$ cat config.mk
export PLATFORM = sky130hd
export DESIGN_NAME = fifo_ctrl_6x8
export DESIGN_NICKNAME = d
export VERILOG_FILES = /design/src/rtl/fifo_pkg.sv /design/src/rtl/fifo_ptr_wrap.sv /design/src/rtl/fifo_ctrl_6x8.sv
export SDC_FILE = /design/constraint.sdc
export NUM_CORES = 1
export LEC_CHECK = 0
export BUFFER_PORTS_ARGS = -buffer_cell sky130_fd_sc_hd__buf_2
export CAP_MARGIN = 30
export CORE_MARGIN = 3
export CORE_UTILIZATION = 55
export DETAILED_ROUTE_END_ITERATION = 8
export GPL_TIMING_DRIVEN = 1
export PLACE_DENSITY_LB_ADDON = 0.05
export SETUP_SLACK_MARGIN = 0.1
export SYNTH_ARGS = -nofsm -noshare
export SYNTH_HDL_FRONTEND = slang
export SYNTH_SLANG_ARGS = --single-unit
export TNS_END_PERCENT = 100
$ cat constraint.sdc
create_clock -name clk -period 3.1 [get_ports clk]
set_input_delay 0.93 -clock clk [delete_from_list [all_inputs] [get_ports clk]]
set_output_delay 0.93 -clock clk [all_outputs]
set_load 0.01 [all_outputs]
$ cat src/rtl/fifo_pkg.sv
// Shared constants and FSM encoding for the 6-entry x 8-bit switch FIFO.
package fifo_pkg;

    localparam int MAIN_SIZE      = 6;
    localparam int DATA_SIZE      = 8;
    localparam int CNT_W          = 3;
    localparam int AF_THRESH_DEF  = 4;
    localparam int AE_THRESH_DEF  = 1;

    typedef enum logic [1:0] {
        EMPTY   = 2'b00,
        PARTIAL = 2'b01,
        FULL    = 2'b10
    } fifo_state_e;

endpackage

$ cat src/rtl/fifo_ptr_wrap.sv
// Registered memory index that advances on enable and wraps at DEPTH-1.
// DEPTH need not be a power of two, so the wrap is an explicit compare.
module fifo_ptr_wrap #(
    parameter int W     = 6,
    parameter int DEPTH = 6
) (
    input  logic         clk,
    input  logic         reset,
    input  logic         en,
    output logic [W-1:0] ptr
);

    localparam logic [W-1:0] LAST = W'(DEPTH - 1);

    // Advance by one per accepted operation, folding LAST back to 0.
    always_ff @(posedge clk or negedge reset) begin
        if (!reset)
            ptr <= '0;
        else if (en)
            ptr <= (ptr == LAST) ? '0 : ptr + W'(1);
    end

endmodule

$ cat src/rtl/fifo_ctrl_6x8.sv
// Pointer/flag controller for the 6x8 storage memory (combinational read,
// registered write). Turns push/pop requests into memory strobes, tracks
// occupancy and reports full/empty, thresholds and rejected requests.
module fifo_ctrl_6x8
    import fifo_pkg::*;
#(
    parameter int MAIN_SIZE = fifo_pkg::MAIN_SIZE,
    parameter int AF_THRESH = fifo_pkg::AF_THRESH_DEF,
    parameter int AE_THRESH = fifo_pkg::AE_THRESH_DEF
) (
    input  logic                 clk,
    input  logic                 reset,
    input  logic                 push,
    input  logic                 pop,
    output logic                 mem_write,
    output logic                 mem_read,
    output logic [MAIN_SIZE-1:0] wr_ptr,
    output logic [MAIN_SIZE-1:0] rd_ptr,
    output logic [fifo_pkg::CNT_W-1:0] count,
    output logic                 fifo_full,
    output logic                 fifo_empty,
    output logic                 almost_full,
    output logic                 almost_empty,
    output logic                 overflow,
    output logic                 underflow
);

    localparam int CNT_W = fifo_pkg::CNT_W;

    fifo_state_e      state;
    fifo_state_e      state_nxt;
    logic [CNT_W-1:0] count_nxt;
    logic             push_ok;
    logic             pop_ok;

    // Flags come only from registered state/count, so they never glitch.
    assign fifo_full    = (state == FULL);
    assign fifo_empty   = (state == EMPTY);
    assign almost_full  = (count >= CNT_W'(AF_THRESH));
    assign almost_empty = (count <= CNT_W'(AE_THRESH));

    // A pop frees a slot in the same cycle, so push into a full FIFO is fine
    // alongside an accepted pop. Pop into an empty FIFO never falls through.
    assign pop_ok    = pop & ~fifo_empty;
    assign push_ok   = push & (~fifo_full | pop_ok);
    assign mem_write = push_ok;
    assign mem_read  = pop_ok;

    // Next occupancy and the FSM state it implies.
    always_comb begin
        count_nxt = count;
        case ({push_ok, pop_ok})
            2'b10:   count_nxt = count + CNT_W'(1);
            2'b01:   count_nxt = count - CNT_W'(1);
            default: count_nxt = count;
        endcase
        if (count_nxt == '0)
            state_nxt = EMPTY;
        else if (count_nxt == CNT_W'(MAIN_SIZE))
            state_nxt = FULL;
        else
            state_nxt = PARTIAL;
    end

    // FSM, occupancy and one-cycle reject pulses.
    always_ff @(posedge clk or negedge reset) begin
        if (!reset) begin
            state     <= EMPTY;
            count     <= '0;
            overflow  <= 1'b0;
            underflow <= 1'b0;
        end else begin
            state     <= state_nxt;
            count     <= count_nxt;
            overflow  <= push & ~push_ok;
            underflow <= pop & ~pop_ok;
        end
    end

    fifo_ptr_wrap #(.W(MAIN_SIZE), .DEPTH(MAIN_SIZE)) u_wr_ptr (
        .clk   (clk),
        .reset (reset),
        .en    (push_ok),
        .ptr   (wr_ptr)
    );

    fifo_ptr_wrap #(.W(MAIN_SIZE), .DEPTH(MAIN_SIZE)) u_rd_ptr (
        .clk   (clk),
        .reset (reset),
        .en    (pop_ok),
        .ptr   (rd_ptr)
    );

endmodule

==> results by group <==
Yosys
  • Ranking of synthesized cells by area: dfrtp_1, ha_1, mux2i_1, xnor2_1, nor2_1
  • Cell taking the most area after synthesis: dfrtp_1
  • Synthesized instance count: 95
  • Ys Warns: 0
  • Register area share after synthesis: a little under half
  • Syn nets: roughly 110
  • Unique masters post-synth: 35
  • Post-synth top area share: between 40% and 50%
  • Register bit total from synthesis: 19
  • Post-Syn Area: between 1000 and 1500 sq um
  • Synth Area per Inst: roughly 11 sq um

STA
  • Slew @ Worst Pin: 0.430 ns
  • Post-route minimum period: 2.44 ns
  • Skew final: approximately 0.0012 ns
  • Final worst-path cycle share: roughly four fifths
  • Hold Fails Final Rpt: 0
  • Final setup TNS: 0 ns
  • Slew headroom: 71.1%
  • Fmax: around 0.41 GHz
  • RSZ-0062 raised after global routing: false
  • Slew Viols, Final: 0
  • Final setup viols: 0

Setup path
  • CP cell instances: buf_2 > o21ai_4 > inv_6 > buf_2
  • Crit. End Element: output port
  • Required time of the critical path: 2.17 ns
  • CP dominant cell by count: buf_2
  • CP Data Arrival Time: between 1.5 and 2 ns
  • Crit-path max cell delay: 0.23 ns
  • Crit start category: primary input
  • WS Path Type: in2out
  • Cell at the slowest stage of the critical path: o21ai_4
  • Flop-to-flop setup slack: approximately 1.1 ns
  • CP Max Fanout: 9

Layout
  • Fillers: 155
  • Layout cells sized above 1: between 30% and 40%
  • ANT cells: 0
  • Total Nets Final: roughly 140
  • Area delta synth->final: 17.8%
  • Fin area: roughly 1200 sq um

Placed design
  • Area after DPL: 1190 sq um
  • Input/output buffers: 26
  • DP Wirelength: about 1.5 mm
  • GPL Wtd Cong: around 0.71

Outcome
  • Run status: finished clean

GRT
  • Vias in the first global route: between 700 and 800
  • Total gr overflow: 0
  • Initial antenna violation count: 0
  • First-pass GRT wire length: 3.27 mm
  • Gr usage total: approximately 17%
  • Maximum number of pins on one net before global-route repair: 20

Floorplanning
  • Top Ports: 27
  • Core area: about 1700 sq um
  • Height of the die: approximately 49 um
  • Initial Util: approximately three fifths
  • Die width: between 40 and 50 um
  • Rows: 15
  • Die area: around 2400 sq um

Flow run
  • Max-Cap Viols: 0

Route
  • Final antenna-violating net count: 0
  • Vias/cell: about 5.1
  • Routed via count: around 770
  • Remaining DRCs: 0
  • Final WL: between 1.5 and 2 mm
  • WL/cell: roughly 13 um
  • Drt first-iter violations: 7
  • TritonRoute pass-1 iters: 4

Clock tree
  • Post-CTS resize count: 0
  • CTS Buffer Depth: 2
  • H-Tree Depth: 1
  • CTS clk-pin slew, worst paths: 0.10 ns
  • Sink Count: 19
  • Hold Buf Count CTS: 0
  • CTS tree: built
  • Clk_lat worst skew: about 0.28 ns
  • Root Driver: clkbuf_4
  • CTS buffer count: 3
  • Post-CTS Setup Bufs: 0

Power and ir drop
  • Total power draw: approximately 1.1 mW
  • PwrDens: ~880 nW/um^2
  • Static leakage: ~0.63 nW
  • Max VDD drop: about 0.00054 V

Hold path
  • Worst hold path class: reg2reg
-- flip-flops by register name (all words and copies together) (netlist names) --
signal,count
u_rd_ptr.ptr,6
u_wr_ptr.ptr,6
count,3
state,2
overflow,1
underflow,1
-- cell families after synthesis --
group / share of synthesized area [%]
mux: 6.42
flops: 46.0
simple gates: 18.4
buf+inv: 4.12
compound gates: 10.8
xor+xnor: 3.39
fa+ha+maj: 10.9
-- routing by layer --
metal / part of all wire (%) / wire [um] / track usage (%) / up-vias
li1: - / - / - / 384
met1: 46 / 859 / 20.2 / 356
met2: 47 / 880 / 29.9 / 21
met3: 4.9 / 92 / 4.28 / 6
met4: 1.9 / 36 / 7.11 / 0
met5: 0 / 0 / 0 / -
-- worst max-delay path: cells and delay by family --
family / cells / cell delay [ns]
buffers and inverters: 3 / 0.34
AOI/OAI and AO/OA: 1 / 0.23
-- final timing paths --
path,start,endpoint,cells after the start
min reg2reg,u_wr_ptr.ptr[5],u_wr_ptr.ptr[5],1
max,pop,mem_write,4
min,u_wr_ptr.ptr[5],u_wr_ptr.ptr[5],1
max reg2reg,state[1],state[0],7
max in group asynchronous,reset,u_rd_ptr.ptr[1],1
min in group asynchronous,reset,count[0],1
-- layout make-up --
| class | instances | area, sq um | area share, % |
|---|---|---|---|
| multi-input combinational | 66 | 515 | 42.3 |
| inverter | 9 | 38.8 | 3.19 |
| tap | 25 | 31.3 | 2.57 |
| sequential | 19 | 475 | 39.1 |
| timing repair buffer | 26 | 130 | 10.7 |
| clock buffer | 4 | 26.3 | 2.16 |
-- cells in the mapped netlist --
cell type and number:
a21o_1 1, a21oi_1 2, a22o_1 1, and2_1 2, and3_1 1, and4b_1 1
clkbuf_1 1, dfrtp_1 19, ha_1 9, inv_1 8, inv_6 1, mux2_2 1
mux2_4 1, mux2i_1 4, nand2_1 6, nand2b_1 1, nand2b_4 1, nand3_1 2
nand4_1 3, nand4_2 1, nor2_1 9, nor2b_1 2, nor3_1 1, nor3b_1 1
nor4_2 1, o21a_1 1, o21ai_0 2, o21ai_1 1, o21ai_2 2, o21ai_4 1
o221ai_2 1, o22ai_1 1, o31ai_1 1, or2_2 1, xnor2_1 4
-- stage by stage --
stage	std cells	worst slack, ns	hold WS (ns)	util, %
6_report	149	0.662	0.493	69.7
3_5_place_dp	145	0.572	0.488	68.2
4_1_cts	149	0.655	0.506	69.7
3_3_place_gp	145	0.607	0.479	68.2
5_1_grt	149	0.613	0.528	69.7
2_1_floorplan	95	0.814	0.520	-
-- cells in the final DEF (no fill, tap or decap), drive strengths merged, types with 2 or more instances in the layout --
cell and count:
a21oi 2, and2 2, buf 26, clkbuf 4, dfrtp 19, ha 9
inv 9, mux2 2, mux2i 4, nand2 6, nand2b 2, nand3 2
nand4 4, nor2 9, nor2b 2, o21ai 6, xnor2 4
-- report_power, final --
part,switching (mW),internal (mW)
clock,0.0685,0.0500
sequential,0.123,0.340
combinational,0.259,0.235
total,0.451,0.625
(Power assumes the default switching activity.)
